### src/rtl/pll_drp_pkg.sv
// Shared types and DRP register map for the PLL reconfiguration master.
// Holds the FSM state encoding, bus widths and the default table addresses.
package pll_drp_pkg;

    localparam int DRP_AW = 7;
    localparam int DRP_DW = 16;
    localparam int DEFAULT_ENTRIES = 23;

    typedef enum logic [3:0] {
        S_IDLE,
        S_RST_ASSERT,
        S_RD_REQ,
        S_RD_GAP,
        S_RD_WAIT,
        S_WR_REQ,
        S_WR_GAP,
        S_WR_WAIT,
        S_NEXT,
        S_RST_RELEASE,
        S_LOCK_WAIT,
        S_FAIL
    } state_t;

    localparam logic [6:0] CLKOUT5_REG1  = 7'h06;
    localparam logic [6:0] CLKOUT5_REG2  = 7'h07;
    localparam logic [6:0] CLKOUT0_REG1  = 7'h08;
    localparam logic [6:0] CLKOUT0_REG2  = 7'h09;
    localparam logic [6:0] CLKOUT1_REG1  = 7'h0A;
    localparam logic [6:0] CLKOUT1_REG2  = 7'h0B;
    localparam logic [6:0] CLKOUT2_REG1  = 7'h0C;
    localparam logic [6:0] CLKOUT2_REG2  = 7'h0D;
    localparam logic [6:0] CLKOUT3_REG1  = 7'h0E;
    localparam logic [6:0] CLKOUT3_REG2  = 7'h0F;
    localparam logic [6:0] CLKOUT4_REG1  = 7'h10;
    localparam logic [6:0] CLKOUT4_REG2  = 7'h11;
    localparam logic [6:0] CLKOUT6_REG1  = 7'h12;
    localparam logic [6:0] CLKOUT6_REG2  = 7'h13;
    localparam logic [6:0] CLKFBOUT_REG1 = 7'h14;
    localparam logic [6:0] CLKFBOUT_REG2 = 7'h15;
    localparam logic [6:0] DIVCLK_REG    = 7'h16;
    localparam logic [6:0] LOCK_REG1     = 7'h18;
    localparam logic [6:0] LOCK_REG2     = 7'h19;
    localparam logic [6:0] LOCK_REG3     = 7'h1A;
    localparam logic [6:0] POWER_REG     = 7'h28;
    localparam logic [6:0] FILT_REG1     = 7'h4E;
    localparam logic [6:0] FILT_REG2     = 7'h4F;

    // Canonical ordering of a full 23-entry reconfiguration table.
    function automatic logic [6:0] default_addr(input int idx);
        case (idx)
            0:  return CLKOUT0_REG1;
            1:  return CLKOUT0_REG2;
            2:  return CLKOUT1_REG1;
            3:  return CLKOUT1_REG2;
            4:  return CLKOUT2_REG1;
            5:  return CLKOUT2_REG2;
            6:  return CLKOUT3_REG1;
            7:  return CLKOUT3_REG2;
            8:  return CLKOUT4_REG1;
            9:  return CLKOUT4_REG2;
            10: return CLKOUT5_REG1;
            11: return CLKOUT5_REG2;
            12: return CLKOUT6_REG1;
            13: return CLKOUT6_REG2;
            14: return CLKFBOUT_REG1;
            15: return CLKFBOUT_REG2;
            16: return DIVCLK_REG;
            17: return LOCK_REG1;
            18: return LOCK_REG2;
            19: return LOCK_REG3;
            20: return POWER_REG;
            21: return FILT_REG1;
            22: return FILT_REG2;
            default: return 7'h00;
        endcase
    endfunction

endpackage

### src/rtl/pll_drp_if.sv
// DRP bus between the reconfiguration master and the PLL primitive.
// master: drives DADDR/DEN/DWE/DI, receives DO/DRDY; slave is the mirror.
interface pll_drp_if;
    import pll_drp_pkg::*;

    logic [DRP_AW-1:0] DADDR;
    logic              DEN;
    logic              DWE;
    logic [DRP_DW-1:0] DI;
    logic [DRP_DW-1:0] DO;
    logic              DRDY;

    modport master (
        output DADDR, DEN, DWE, DI,
        input  DO, DRDY
    );

    modport slave (
        input  DADDR, DEN, DWE, DI,
        output DO, DRDY
    );

endinterface

### src/rtl/drp_timeout_cnt.sv
// Loadable saturating down-counter used for DRDY and LOCKED timeouts.
// Ports: DCLK, RST (async high), load/load_val, dec, zero (count == 0).
module drp_timeout_cnt #(
    parameter int WIDTH = 8
) (
    input  logic             DCLK,
    input  logic             RST,
    input  logic             load,
    input  logic [WIDTH-1:0] load_val,
    input  logic             dec,
    output logic             zero
);

    logic [WIDTH-1:0] count;

    always_ff @(posedge DCLK or posedge RST) begin
        if (RST) begin
            count <= '0;
        end else if (load) begin
            count <= load_val;
        end else if (dec && count != '0) begin
            count <= count - 1'b1;
        end
    end

    assign zero = (count == '0);

endmodule

### src/rtl/pll_drp_master.sv
// Walks an external register table, read-modify-writing each PLL DRP register
// while holding the PLL in reset, then waits for lock.
// Ports: DCLK, RST, START, TBL_IDX/TBL_ADDR/TBL_MASK/TBL_DATA (table),
// drp (DRP master bus), LOCKED, PLL_RST, BUSY, DONE, ERR.
module pll_drp_master
    import pll_drp_pkg::*;
#(
    parameter int NUM_ENTRIES  = 23,
    parameter int DRDY_TIMEOUT = 255,
    parameter int LOCK_TIMEOUT = 4095
) (
    input  logic        DCLK,
    input  logic        RST,
    input  logic        START,
    output logic [4:0]  TBL_IDX,
    input  logic [6:0]  TBL_ADDR,
    input  logic [15:0] TBL_MASK,
    input  logic [15:0] TBL_DATA,
    pll_drp_if.master   drp,
    input  logic        LOCKED,
    output logic        PLL_RST,
    output logic        BUSY,
    output logic        DONE,
    output logic        ERR
);

    localparam int DW = $clog2(DRDY_TIMEOUT + 1);
    localparam int LW = $clog2(LOCK_TIMEOUT + 1);
    localparam logic [4:0]    LAST      = 5'(NUM_ENTRIES - 1);
    localparam logic [DW-1:0] DRDY_LOAD = DW'(DRDY_TIMEOUT);
    // Counting down to and including zero gives LOCK_TIMEOUT wait cycles.
    localparam logic [LW-1:0] LOCK_LOAD = LW'(LOCK_TIMEOUT - 1);

    state_t      state;
    logic [6:0]  addr_q;
    logic [15:0] di_q;
    logic        den_q;
    logic        dwe_q;

    logic drdy_load;
    logic drdy_dec;
    logic drdy_zero;
    logic lock_load;
    logic lock_dec;
    logic lock_zero;

    assign drdy_load = (state == S_RD_REQ) || (state == S_WR_REQ);
    assign drdy_dec  = (state == S_RD_GAP) || (state == S_RD_WAIT) ||
                       (state == S_WR_GAP) || (state == S_WR_WAIT);
    assign lock_load = (state == S_RST_RELEASE);
    assign lock_dec  = (state == S_LOCK_WAIT);

    drp_timeout_cnt #(.WIDTH(DW)) u_drdy_cnt (
        .DCLK     (DCLK),
        .RST      (RST),
        .load     (drdy_load),
        .load_val (DRDY_LOAD),
        .dec      (drdy_dec),
        .zero     (drdy_zero)
    );

    drp_timeout_cnt #(.WIDTH(LW)) u_lock_cnt (
        .DCLK     (DCLK),
        .RST      (RST),
        .load     (lock_load),
        .load_val (LOCK_LOAD),
        .dec      (lock_dec),
        .zero     (lock_zero)
    );

    // TBL_IDX only settles in RD_REQ itself, so the address is taken straight
    // from the table during the read strobe and held from then on.
    assign drp.DADDR = (state == S_RD_REQ) ? TBL_ADDR : addr_q;
    assign drp.DEN   = den_q;
    assign drp.DWE   = dwe_q;
    assign drp.DI    = di_q;

    always_ff @(posedge DCLK or posedge RST) begin
        if (RST) begin
            state   <= S_IDLE;
            TBL_IDX <= '0;
            addr_q  <= '0;
            di_q    <= '0;
            den_q   <= 1'b0;
            dwe_q   <= 1'b0;
            PLL_RST <= 1'b0;
            BUSY    <= 1'b0;
            DONE    <= 1'b0;
            ERR     <= 1'b0;
        end else begin
            den_q <= 1'b0;
            dwe_q <= 1'b0;
            DONE  <= 1'b0;
            unique case (state)
                S_IDLE: begin
                    if (START) begin
                        ERR     <= 1'b0;
                        TBL_IDX <= '0;
                        BUSY    <= 1'b1;
                        PLL_RST <= 1'b1;
                        state   <= S_RST_ASSERT;
                    end
                end
                S_RST_ASSERT: begin
                    den_q <= 1'b1;
                    state <= S_RD_REQ;
                end
                S_RD_REQ: begin
                    addr_q <= TBL_ADDR;
                    state  <= S_RD_GAP;
                end
                S_RD_GAP: begin
                    state <= S_RD_WAIT;
                end
                S_RD_WAIT: begin
                    // DRDY wins over an expiring counter.
                    if (drp.DRDY) begin
                        di_q  <= (drp.DO & TBL_MASK) | TBL_DATA;
                        den_q <= 1'b1;
                        dwe_q <= 1'b1;
                        state <= S_WR_REQ;
                    end else if (drdy_zero) begin
                        state <= S_FAIL;
                    end
                end
                S_WR_REQ: begin
                    state <= S_WR_GAP;
                end
                S_WR_GAP: begin
                    state <= S_WR_WAIT;
                end
                S_WR_WAIT: begin
                    if (drp.DRDY) begin
                        state <= S_NEXT;
                    end else if (drdy_zero) begin
                        state <= S_FAIL;
                    end
                end
                S_NEXT: begin
                    if (TBL_IDX == LAST) begin
                        state <= S_RST_RELEASE;
                    end else begin
                        TBL_IDX <= TBL_IDX + 5'd1;
                        den_q   <= 1'b1;
                        state   <= S_RD_REQ;
                    end
                end
                S_RST_RELEASE: begin
                    PLL_RST <= 1'b0;
                    state   <= S_LOCK_WAIT;
                end
                S_LOCK_WAIT: begin
                    if (LOCKED) begin
                        DONE  <= 1'b1;
                        BUSY  <= 1'b0;
                        state <= S_IDLE;
                    end else if (lock_zero) begin
                        state <= S_FAIL;
                    end
                end
                S_FAIL: begin
                    ERR     <= 1'b1;
                    PLL_RST <= 1'b0;
                    BUSY    <= 1'b0;
                    state   <= S_IDLE;
                end
                default: begin
                    state <= S_IDLE;
                end
            endcase
        end
    end

endmodule

### src/flat_wrapper.sv
// flat-port wrapper written by rule: the top's interface ports become plain ports
module pll_drp_master_flat import pll_drp_pkg::*;
#(
    parameter int NUM_ENTRIES  = 23,
    parameter int DRDY_TIMEOUT = 255,
    parameter int LOCK_TIMEOUT = 4095
)
  (DCLK, RST, START, TBL_IDX, TBL_ADDR, TBL_MASK, TBL_DATA, LOCKED, PLL_RST, BUSY, DONE, ERR, drp_DADDR, drp_DEN, drp_DWE, drp_DI, drp_DO, drp_DRDY);
  pll_drp_if drp_i ();
  input  logic DCLK;
  input  logic RST;
  input  logic START;
  output logic [4:0] TBL_IDX;
  input  logic [6:0] TBL_ADDR;
  input  logic [15:0] TBL_MASK;
  input  logic [15:0] TBL_DATA;
  input  logic LOCKED;
  output logic PLL_RST;
  output logic BUSY;
  output logic DONE;
  output logic ERR;
  output wire logic [$bits(drp_i.DADDR)-1:0] drp_DADDR;
  output wire logic [$bits(drp_i.DEN)-1:0] drp_DEN;
  output wire logic [$bits(drp_i.DWE)-1:0] drp_DWE;
  output wire logic [$bits(drp_i.DI)-1:0] drp_DI;
  input wire logic [$bits(drp_i.DO)-1:0] drp_DO;
  input wire logic [$bits(drp_i.DRDY)-1:0] drp_DRDY;
  assign drp_DADDR = drp_i.DADDR;
  assign drp_DEN = drp_i.DEN;
  assign drp_DWE = drp_i.DWE;
  assign drp_DI = drp_i.DI;
  assign drp_i.DO = drp_DO;
  assign drp_i.DRDY = drp_DRDY;
  pll_drp_master #(.NUM_ENTRIES(NUM_ENTRIES), .DRDY_TIMEOUT(DRDY_TIMEOUT), .LOCK_TIMEOUT(LOCK_TIMEOUT)) u_core (.DCLK(DCLK), .RST(RST), .START(START), .TBL_IDX(TBL_IDX), .TBL_ADDR(TBL_ADDR), .TBL_MASK(TBL_MASK), .TBL_DATA(TBL_DATA), .drp(drp_i), .LOCKED(LOCKED), .PLL_RST(PLL_RST), .BUSY(BUSY), .DONE(DONE), .ERR(ERR));
endmodule
### config.mk
export PLATFORM = sky130hd
export DESIGN_NAME = pll_drp_master_flat
export DESIGN_NICKNAME = d
export VERILOG_FILES = /design/src/rtl/pll_drp_pkg.sv /design/src/rtl/pll_drp_if.sv /design/src/rtl/drp_timeout_cnt.sv /design/src/rtl/pll_drp_master.sv /design/src/flat_wrapper.sv
export SDC_FILE = /design/constraint.sdc
export NUM_CORES = 1
export LEC_CHECK = 0
export CAP_MARGIN = 25
export CORE_MARGIN = 10
export CORE_UTILIZATION = 35
export CTS_CLUSTER_SIZE = 14
export DETAILED_ROUTE_END_ITERATION = 10
export GPL_TIMING_DRIVEN = 0
export PLACE_DENSITY_LB_ADDON = 0.25
export SETUP_SLACK_MARGIN = 0.3
export SYNTH_ARGS = -nofsm -noshare
export SYNTH_HDL_FRONTEND = slang
export SYNTH_HIERARCHICAL = 1
export SYNTH_SLANG_ARGS = --single-unit
### constraint.sdc
create_clock -name DCLK -period 5.5 [get_ports DCLK]
set_input_delay 1.375 -clock DCLK [delete_from_list [all_inputs] [get_ports DCLK]]
set_output_delay 1.375 -clock DCLK [all_outputs]
set_load 0.005 [all_outputs]
### After elaboration in Yosys (flattened, before gate mapping)

Cells that the tools add are included.

| cells by class | value |
|---|---|
| add/sub/neg operators | 3 |
| eq/ne operators | 16 |
| multiplexer cells | 28 |
| bitwise gates (word level) | 2 |
| reductions and logical operators | 24 |

Operators by type and width:

| cell | number |
|---|---|
| $pmux 4 s11 | 1 |
| $mux 4 | 7 |
| $mux 12 | 2 |
| $and 16x16->16 | 1 |
| $eq 4x3->1 const B | 4 |
| $eq 4x4->1 const B | 4 |
| $mux 8 | 2 |
| $or 16x16->16 | 1 |
| $logic_not 12->1 | 1 |
| $reduce_bool 12->1 | 1 |
| $sub 12x1->12 const B | 1 |
| $mux 5 | 2 |
| $pmux 5 s2 | 1 |
| $reduce_bool 2->1 | 5 |
| $eq 4x2->1 const B | 2 |
| $logic_not 8->1 | 1 |
| $mux 1 | 8 |
| $reduce_and 2->1 | 4 |
| $reduce_bool 8->1 | 1 |
| $sub 8x1->8 const B | 1 |
| $mux 7 | 1 |
| $ne 2x2->1 const B | 3 |
| $pmux 1 s3 | 2 |
| $reduce_and 3->1 | 2 |
| 10 further kinds | 15 |

| storage, ports and cells | value |
|---|---|
| register bits after elaboration | 58 |
| logic and storage cells | 85 |

### Logic depth before layout (Yosys ltp)

Gate-level depths: netlist of run 1.

| depth | value |
|---|---|
| depth in word-level cells | 7 |
| gate-level depth with buffers | 8 |
| gate-level depth less buffers | 8 |

### Modules after synthesis

Netlist of run 1, hierarchy kept.

Modules (own cells, without submodules):

| module | times used | cells an instance | area an instance (µm²) |
|---|---|---|---|
| pll_drp_master | 1 | 178 | 1,878.1 |
| drp_timeout_cnt (u_core.u_lock_cnt) | 1 | 82 | 792.0 |
| drp_timeout_cnt (u_core.u_drdy_cnt) | 1 | 53 | 495.5 |

### Least setup slack after synthesis of run 1

No wires, ideal clock.

| timing | value |
|---|---|
| path type | input-to-output |
| from | input port TBL_ADDR[0] |
| to | output port drp_DADDR[0] |
| arrival time | 1.638 ns |
| data required time | 4.125 ns |
| path slack | 2.487 ns |
| cell stages on the path | 1 |
| path buffers | 0 |
| cell sequence | mux2_2 |

| between the ends | value |
|---|---|
| word-level cells in the longest chain between the ends | 1 |

RTL lines:

| element | RTL line | text |
|---|---|---|
| start: declaration | flat_wrapper.sv:14 | `input logic [6:0] TBL_ADDR;` |
| $mux 7 | pll_drp_master.sv:73 | `assign drp.DADDR = (state == S_RD_REQ) ? TBL_ADDR : addr_q;` |
| end: declaration | flat_wrapper.sv:22 | `output wire logic [$bits(drp_i.DADDR)-1:0] drp_DADDR;` |

Every way passes these cells.

### Final worst setup path of run 1

| timing | value |
|---|---|
| from | input port TBL_ADDR[3] |
| to | output port drp_DADDR[3] |

The elaborated chain is that of the path after synthesis.

==> results.json, run 1 <==
{
  "ctsResizeCount": 0,
  "synth_seq_cells": 58,
  "grt_max_degree": 39,
  "postSynthCellCount": 313,
  "antenna_found_initial": 0,
  "synth_flop_cell": "dfrtp_1",
  "slew_violations": 0,
  "final_common_cell": "clkdlybuf4s50_1",
  "clock_latency_ns": 0.33,
  "arrival_ns": 2.51,
  "layout_common_cells": "clkdlybuf4s50_1 (93), dfrtp_1 (58), inv_1 (27), a21oi_1 (24), nand2_1 (21)",
  "postLayoutCoreUtil": 0.5156,
  "die_w_um": 115.1,
  "core_area_sq_um": 8763,
  "synth_area_sq_um": 3166,
  "p_leak_uw": 0.001837,
  "post-route-period-util": 0.7061,
  "grt_pass1_wl_um": 13080,
  "cts_setup_buffers": 0,
  "setup_tns_ns": 0,
  "drive_above_1_share": 0.1045,
  "grt_usage": 0.1188,
  "finClkSkew_ns": 0.008798,
  "cts_max_level": 3,
  "worst_slew_pin_slew_ns": 0.8282,
  "ir_drop_mv": 0.1603,
  "wire_per_inst_um": 14.89,
  "seq_area_frac_synth": 0.4585,
  "nets": 501,
  "path_max_fanout": 2,
  "diodes": 0,
  "switchingPower_uw": 764.3,
  "place.gp.congestion": 0.8459,
  "via_per_inst": 5.016,
  "path_clk_slew_ns": 0.07,
  "rsz0062_at_grt": "no",
  "yosys_warnings": 6,
  "endpoint_kind": "output pin",
  "p_sw_frac": 0.3502,
  "drt-pass1-iter-count": 6,
  "ioPinCount": 94,
  "fmax_ghz": 0.2575,
  "power_density_nw_per_um2": 483.1,
  "cts_buffers": 9,
  "start_util": 0.3612,
  "slew_headroom": 0.4470,
  "syn2layout_area_growth_pct": 42.73,
  "fillerInstances": 794,
  "die_h_um": 115.1,
  "startpoint_type": "primary input",
  "min_path_type": "flip-flop to flip-flop",
  "cts_buffer_depth": 2,
  "clockPowerShare": 0.199,
  "worstSetupPathType": "primary input to output pin",
  "grt.overflow.total": 0,
  "ant_nets": 0,
  "dieArea_sq_um": 13250,
  "maxCapViolCount": 0,
  "cts_hold_buf": 0,
  "totalWireLength_um": 8162,
  "root_buffer": "clkbuf_8",
  "rows": 34,
  "combPwrFrac": 0.437,
  "p_seq_frac": 0.363,
  "yosysUniqueCellTypes": 68,
  "drc": 0,
  "avgSynthCellArea_sq_um": 10.11,
  "setup_violations": 0,
  "p_int_uw": 1418,
  "final-hold-violation-count": 0,
  "dp_hpwl_um": 6291,
  "status": "finished clean",
  "tritoncts": "done",
  "grt_pass1_vias": 2741,
  "numClockSinks": 58,
  "fin_crit_ns": 3.883,
  "vias": 2749,
  "async_flop_share": 1.000,
  "dr.first_iter.drc_count": 119,
  "synth_edf_count": 0,
  "cp.required_ns": 4.12,
  "io_buffers": 93
}
==> final cells by class <==
| class | instances | area [sq um] | share of cell area |
|---|---|---|---|
| plain buffers | 11 | 46.29 | 0.01025 |
| clock buffers | 11 | 141.4 | 0.03129 |
| clock inverters | 5 | 77.57 | 0.01717 |
| inverters | 28 | 105.1 | 0.02326 |
| multi-input cells | 234 | 1630 | 0.3608 |
| flip-flops and latches | 58 | 1451 | 0.3212 |
| well taps | 108 | 135.1 | 0.02991 |
| repair buffers | 93 | 930.9 | 0.2060 |
==> worst max-delay path: stages <==
cell and delay (ns):
clkdlybuf4s50_1 0.40, mux2_2 0.27, clkdlybuf4s50_1 0.46
==> flip-flops by register name, indices dropped and copies added, names as in the netlist <==
| signal | cells |
|---|---|
| u_core/BUSY | 1 |
| u_core/TBL_IDX | 5 |
| u_core/drp.DI | 16 |
| u_core/drp.DEN | 1 |
| u_core/u_lock_cnt/count | 12 |
| u_core/drp.DWE | 1 |
| u_core/DONE | 1 |
| u_core/PLL_RST | 1 |
| u_core/ERR | 1 |
| u_core/state | 4 |
| u_core/addr_q | 7 |
| u_core/u_drdy_cnt/count | 8 |
==> cell usage after synthesis, types with 2 or more instances <==
cell	instances	area (sq um)
mux2i_1	17	170.2
a22o_1	2	17.52
nand3_1	6	30.03
nor4b_1	2	17.52
o31a_1	2	17.52
and2_1	2	12.51
nor2_1	12	45.04
nor3b_1	3	22.52
nor3_1	6	30.03
clkbuf_1	7	26.28
or3_1	3	18.77
inv_1	28	105.1
nand2b_1	6	37.54
o21ai_0	19	95.09
o21a_1	2	15.01
a21boi_0	2	15.01
mux2_2	7	78.83
conb_1	2	7.510
nand4_1	2	12.51
a21o_1	2	15.01
a31oi_1	2	12.51
o31ai_1	2	15.01
o21ai_1	6	30.03
nand3b_1	2	15.01
nand2_1	21	78.83
xor2_1	2	17.52
buf_2	4	20.02
nor2b_1	3	18.77
a21oi_1	24	120.1
or4b_4	2	27.53
xnor2_1	9	78.83
ha_1	6	75.07
o32ai_1	3	26.28
a2111oi_2	3	45.04
a211oi_1	2	15.01
dfrtp_1	58	1451
==> path summary, 6_finish.rpt <==
path                                  start                     endpoint  slack [ns]  depth (start not counted)
max                             TBL_ADDR[3]                 drp_DADDR[3]        1.62                          3
min                        u_core/addr_q[5]             u_core/addr_q[5]        0.50                          1
max reg2reg                 u_core/state[2]  u_core/u_lock_cnt/count[11]        3.14                          7
min reg2reg                u_core/addr_q[5]             u_core/addr_q[5]        0.50                          1
max in group asynchronous               RST             u_core/drp.DI[7]        3.36                          2
min in group asynchronous               RST   u_core/u_drdy_cnt/count[5]        1.39                          2
==> metal layers <==
| metal | share of wire | up-vias | GRT usage |
|---|---|---|---|
| met3 | 0.081 | 9 | 0.03385 |
| met1 | 0.45 | 1293 | 0.1453 |
| met5 | 0 | - | 0 |
| li1 | - | 1350 | - |
| met2 | 0.45 | 97 | 0.1918 |
| met4 | 0.012 | 0 | 0.04950 |
==> stage by stage <==
step,hold WS (ns),instance area (sq um),setup slack [ns],total power [uW],std cells
2_1_floorplan,0.4862,3233,2.487,1327,331
3_3_place_gp,0.4796,4299,1.597,1735,532
3_5_place_dp,0.4843,4299,1.600,1768,532
4_1_cts,0.5009,4518,1.597,2211,548
5_1_grt,0.5098,4518,1.576,2346,548
6_report,0.4967,4518,1.617,2183,548
==> logic make-up (layout without fill, tap and decap cells) <==
kind of cell	after synthesis	in the layout	synth area share
other	2	20	0.002372
muxes	25	25	0.08221
buffers and inverters	39	148	0.04783
xor gates and xnor gates	11	11	0.03044
AOI/OAI and AO/OA	86	86	0.1826
adders and majority gates	6	6	0.02371
and+or+nand+nor	86	86	0.1723
DFF	58	58	0.4585
==> power by group through the flow <==
stage               clock network [uW]  registers, uW  logic [uW]
global placement                     0            791         944
detailed placement                   0            803         965
finish                             435            793         955
floorplan                            0            778         549
CTS                                446            795         971
global route                       465            825        1060
Note: power is estimated with default switching activity, not from simulation.
==> inputs of run 2 (changes only) <==
- clock period: 5.5 -> 3.2 ns (I/O delays scaled with it)
==> results.json, run 2 (same netlist as run 1, synthesis figures left out) <==
{
  "post-route-period-util": 0.8765,
  "totalWireLength_um": 8165,
  "antenna_found_initial": 0,
  "cts_buffer_depth": 2,
  "crit_chain": "buf_2 > nor3_4 > buf_12 > mux2_2 > clkdlybuf4s50_1",
  "reg2reg_to": "u_core/u_lock_cnt/count[11]",
  "ir_drop_mv": 0.3168,
  "slew_headroom": 0.4549,
  "grt_pass1_wl_um": 13140,
  "grt.overflow.total": 0,
  "drive_above_1_share": 0.1154,
  "crit_family": "buffers and inverters",
  "syn2layout_area_growth_pct": 44.39,
  "final_common_cell": "clkdlybuf4s50_1",
  "hold_path_end": "u_core/addr_q[5]",
  "cp.required_ns": 2.40,
  "core_area_sq_um": 8763,
  "via_per_inst": 5.031,
  "dr.first_iter.drc_count": 129,
  "setup_violations": 0,
  "clock_latency_ns": 0.33,
  "layout_common_cells": "clkdlybuf4s50_1 (88), dfrtp_1 (56), inv_1 (27), a21oi_1 (24), nand2_1 (21)",
  "hold-path-cell-count": 1,
  "slowest_stage": "clkdlybuf4s50_1",
  "status": "finished clean",
  "worstSetupPathType": "flip-flop to output pin",
  "hp-start": "u_core/addr_q[5]",
  "die_h_um": 115.1,
  "ant_nets": 0,
  "power.total_uw": 3795,
  "grt_max_degree": 39,
  "min_path_type": "flip-flop to flip-flop",
  "endpoint_kind": "output pin",
  "place.gp.congestion": 0.8459,
  "root_buffer": "clkbuf_8",
  "rsz0062_at_grt": "no",
  "largest_register_ffs": 16,
  "grt_usage": 0.1192,
  "rr_worst_depth": 7,
  "drc": 0,
  "fillerInstances": 793,
  "ioPinCount": 94,
  "path_clk_slew_ns": 0.07,
  "maxCapViolCount": 0,
  "dp_hpwl_um": 6291,
  "io_buffers": 93,
  "detailed_place.area_sq_um": 4299,
  "cts_hold_buf": 0,
  "tritoncts": "done",
  "worst_slew_pin_slew_ns": 0.8165,
  "power_density_nw_per_um2": 830.3,
  "startpoint_type": "flip-flop",
  "slew_violations": 0,
  "worstReg2RegStart": "u_core/state[2]",
  "rrSetupSlack_ns": 0.82,
  "p_leak_uw": 0.001893,
  "fin_crit_ns": 2.805,
  "design_area_sq_um": 4571,
  "numClockSinks": 58,
  "arrival_ns": 2.00,
  "rows": 34,
  "die_w_um": 115.1,
  "grt_pass1_vias": 2759,
  "start_util": 0.3612,
  "dieArea_sq_um": 13250,
  "path_max_fanout": 8,
  "cts_buffers": 9,
  "cp_num_buf_inv": 3,
  "cts_max_level": 3,
  "setup_tns_ns": 0,
  "final-hold-violation-count": 0,
  "finClkSkew_ns": 0.008506,
  "fmax_ghz": 0.3565,
  "drt-pass1-iter-count": 4,
  "vias": 2767,
  "wire_per_inst_um": 14.85,
  "nets": 503,
  "postLayoutCoreUtil": 0.5216,
  "diodes": 0,
  "critPathMaxStageDelay_ns": 0.45
}
==> run 2: cell count changes in the layout (fill, tap and decap cells not counted), sizes merged <==
cell,previous run,this run
dlymetal6s2s,0,4
buf,4,6
dlygate4sd2,0,1
clkdlybuf4s50,93,88
==> run 2: worst register-to-register path, delay by kind of cell (launching register included) <==
kind / cells / cell delay, ns
AND/OR/NAND/NOR: 3 / 1.04
flip-flops: 1 / 0.35
buffers and inverters: 1 / 0.17
AO/OA/AOI/OAI: 3 / 0.71
==> run 2: worst max-delay path by stage <==
stage                          startpoint                         end  cells after the start  slack, ns
after floorplan           u_core/state[2]  u_core/u_lock_cnt/count[5]                      7       1.06
after global placement    u_core/state[0]                drp_DADDR[3]                      4       0.35
after detailed placement  u_core/state[0]                drp_DADDR[3]                      4       0.30
after CTS                 u_core/state[0]                drp_DADDR[2]                      5       0.30
after global routing      u_core/state[2]                drp_DADDR[1]                      5       0.30
final                     u_core/state[2]                drp_DADDR[6]                      5       0.40
==> run 2: through the flow <==
stage	hold slack [ns]	cells	setup WS [ns]
2_1_floorplan	0.4862	331	1.064
3_3_place_gp	0.4796	532	0.3494
3_5_place_dp	0.4843	532	0.3025
4_1_cts	0.5007	550	0.3030
5_1_grt	0.5071	550	0.3026
6_report	0.4963	550	0.3953
==> run 2: where the power goes <==
group	switching (uW)	internal, uW	leakage (uW)
combinational	757	928	0.00112
sequential	282	1080	0.000668
clock	291	457	0.000109
==> run 2: routing by layer <==
| layer | wire length [um] | part of all wire | track usage | up-vias |
|---|---|---|---|---|
| met5 | 0 | 0 | 0 | - |
| met4 | 125 | 0.015 | 0.05198 | 0 |
| met3 | 691 | 0.085 | 0.03385 | 12 |
| met2 | 3698 | 0.45 | 0.1914 | 101 |
| met1 | 3649 | 0.45 | 0.1459 | 1302 |
| li1 | - | - | - | 1352 |
==> run 2: repair_timing <==
item,CTS,global route
setup endpoints to repair,7,6
setup buffers,2,0
gates resized for setup,6,4
pin swaps,1,1
==> run 2: cell type report <==
type | count | area [sq um] | share of cell area
multi-input combinational | 234 | 1644 | 0.3597
sequential | 58 | 1454 | 0.3181
timing repair buffer | 95 | 967.2 | 0.2116
clock buffer | 11 | 141.4 | 0.03093
tap | 108 | 135.1 | 0.02956
inverter | 28 | 105.1 | 0.02299
clock inverter | 5 | 77.57 | 0.01697
buffer | 11 | 46.29 | 0.01013
==> inputs of run 3 (changes only) <==
- CORE_UTILIZATION: 35 -> 43
==> results.json, run 3 (same netlist as run 1, synthesis figures left out) <==
{
  "totalWireLength_um": 8321,
  "cp_num_buf_inv": 3,
  "power_density_nw_per_um2": 856.4,
  "drt-met1-wl_um": 3657,
  "crit_chain": "buf_2 > nor3_4 > buf_12 > mux2_2 > clkdlybuf4s50_1",
  "setup_violations": 0,
  "fin_crit_ns": 2.820,
  "drc": 0,
  "worstReg2RegStart": "u_core/state[2]",
  "grt.overflow.total": 0,
  "maxCapViolCount": 0,
  "diodes": 0,
  "ioPinCount": 94,
  "grt_max_degree": 39,
  "grt_pass1_vias": 2740,
  "syn2layout_area_growth_pct": 44.98,
  "critPathCapture": "drp_DADDR[0]",
  "rows": 31,
  "drt-pass1-iter-count": 4,
  "die_w_um": 105.8,
  "cp_num_cells": 5,
  "wire_per_inst_um": 15.38,
  "finClkSkew_ns": 0.006818,
  "core_area_sq_um": 7214,
  "endpoint_kind": "output pin",
  "numClockSinks": 58,
  "highest_layer": "met4",
  "post-route-period-util": 0.8811,
  "die_h_um": 105.8,
  "p_sw_frac": 0.3452,
  "cts_hold_buf": 0,
  "root_buffer": "clkbuf_8",
  "cp.required_ns": 2.40,
  "rr_worst_depth": 7,
  "largest_register_ffs": 16,
  "clockPowerShare": 0.216,
  "status": "finished clean",
  "grt_usage": 0.1469,
  "startpoint_type": "flip-flop",
  "drive_above_1_share": 0.1154,
  "antenna_found_initial": 0,
  "start_util": 0.4388,
  "switchingPower_uw": 1357,
  "worstSetupPathType": "flip-flop to output pin",
  "cts_max_level": 3,
  "place_ws_ns": 0.3629,
  "tritoncts": "done",
  "path_max_fanout": 8,
  "p_leak_uw": 0.001903,
  "fmax_ghz": 0.3547,
  "dp_hpwl_um": 6356,
  "crit_family": "buffers and inverters",
  "min_path_type": "flip-flop to flip-flop",
  "startpoint": "u_core/state[2]",
  "combPwrFrac": 0.435,
  "setup_tns_ns": 0,
  "slew_headroom": 0.4671,
  "clock_latency_ns": 0.33,
  "fin_ws_ns": 0.3805,
  "grt_pass1_wl_um": 13590,
  "dr.first_iter.drc_count": 71,
  "arrival_ns": 2.02,
  "ir_drop_mv": 0.3943,
  "p_seq_frac": 0.349,
  "rrSetupSlack_ns": 0.79,
  "ant_nets": 0,
  "p_int_uw": 2573,
  "critPathMaxStageDelay_ns": 0.46,
  "via_per_inst": 5.118,
  "rsz0062_at_grt": "no",
  "place.gp.congestion": 0.8021,
  "slew_violations": 0,
  "io_buffers": 93,
  "cts_buffer_depth": 2,
  "nets": 503,
  "layout_common_cells": "clkdlybuf4s50_1 (90), dfrtp_1 (57), inv_1 (27), a21oi_1 (24), nand2_1 (21)",
  "dr_wl_met2_um": 4186,
  "final-hold-violation-count": 0,
  "final_common_cell": "clkdlybuf4s50_1",
  "dieArea_sq_um": 11190,
  "cts_buffers": 9,
  "slowest_stage": "clkdlybuf4s50_1",
  "met3_length_um": 385,
  "reg2reg_to": "u_core/u_lock_cnt/count[11]",
  "worst_slew_pin_slew_ns": 0.7981,
  "vias": 2769,
  "path_clk_slew_ns": 0.07
}
-- run 3: changes by cell type in the layout (fill, tap and decap cells not counted), sizes merged --
cell / previous run / this run
bufinv: 2 / 3
clkdlybuf4s50: 88 / 90
clkinvlp: 1 / 0
dlygate4sd2: 1 / 0
dlymetal6s2s: 4 / 3
-- run 3: worst reg2reg max path, stage by stage (launching register included) --
cell	delay, ns
dfrtp_1	0.36
buf_2	0.17
nand2b_1	0.21
nor2_1	0.27
or4b_4	0.56
a211oi_2	0.28
a21boi_0	0.15
o31a_1	0.29
-- run 3: power groups by stage --
stage	Clock (uW)	Sequential, uW	Combinational (uW)
floorplan	0	1340	944
global placement	0	1350	1620
detailed placement	0	1380	1660
CTS	858	1370	1740
global route	896	1420	1880
finish	848	1370	1710
-- run 3: stage by stage --
stage / cells / power, uW / hold WS (ns) / area (sq um) / utilization
6_report: 541 / 3930 / 0.4984 / 4589 / 0.6361
5_1_grt: 541 / 4197 / 0.5137 / 4589 / 0.6361
4_1_cts: 541 / 3963 / 0.5022 / 4582 / 0.6351
3_5_place_dp: 523 / 3044 / 0.4863 / 4288 / 0.5943
3_3_place_gp: 523 / 2973 / 0.4787 / 4288 / 0.5943
2_1_floorplan: 331 / 2280 / 0.4862 / 3233 / -
-- run 3: timing repair --
item	in CTS	in global routing
endpoints found under the setup margin	7	7
buffers inserted	2	0
pin swaps	1	1
resized for setup	4	3
-- run 3: worst min-delay path by stage --
stage | startpoint | to | depth (start not counted)
after floorplan | u_core/addr_q[0] | u_core/addr_q[0] | 1
after global placement | u_core/addr_q[4] | u_core/addr_q[4] | 1
after detailed placement | u_core/addr_q[4] | u_core/addr_q[4] | 1
after CTS | u_core/addr_q[4] | u_core/addr_q[4] | 1
after global routing | u_core/addr_q[5] | u_core/addr_q[5] | 1
final | u_core/addr_q[4] | u_core/addr_q[4] | 1
-- run 3: final cells by class --
class / count / area [sq um]
Sequential cell: 58 / 1453
Clock buffer: 11 / 151.4
Inverter: 28 / 105.1
Multi-Input combinational cell: 234 / 1644
Tap cell: 99 / 123.9
Fill cell: 593 / 2625
Timing Repair Buffer: 95 / 965.9
Buffer: 11 / 46.29
Clock inverter: 5 / 100.1
-- run 3: layer usage --
layer / track usage / up-vias
met4: 0.06093 / 0
met5: 0 / -
met2: 0.2385 / 86
met1: 0.1833 / 1319
li1: - / 1356
met3: 0.03410 / 8
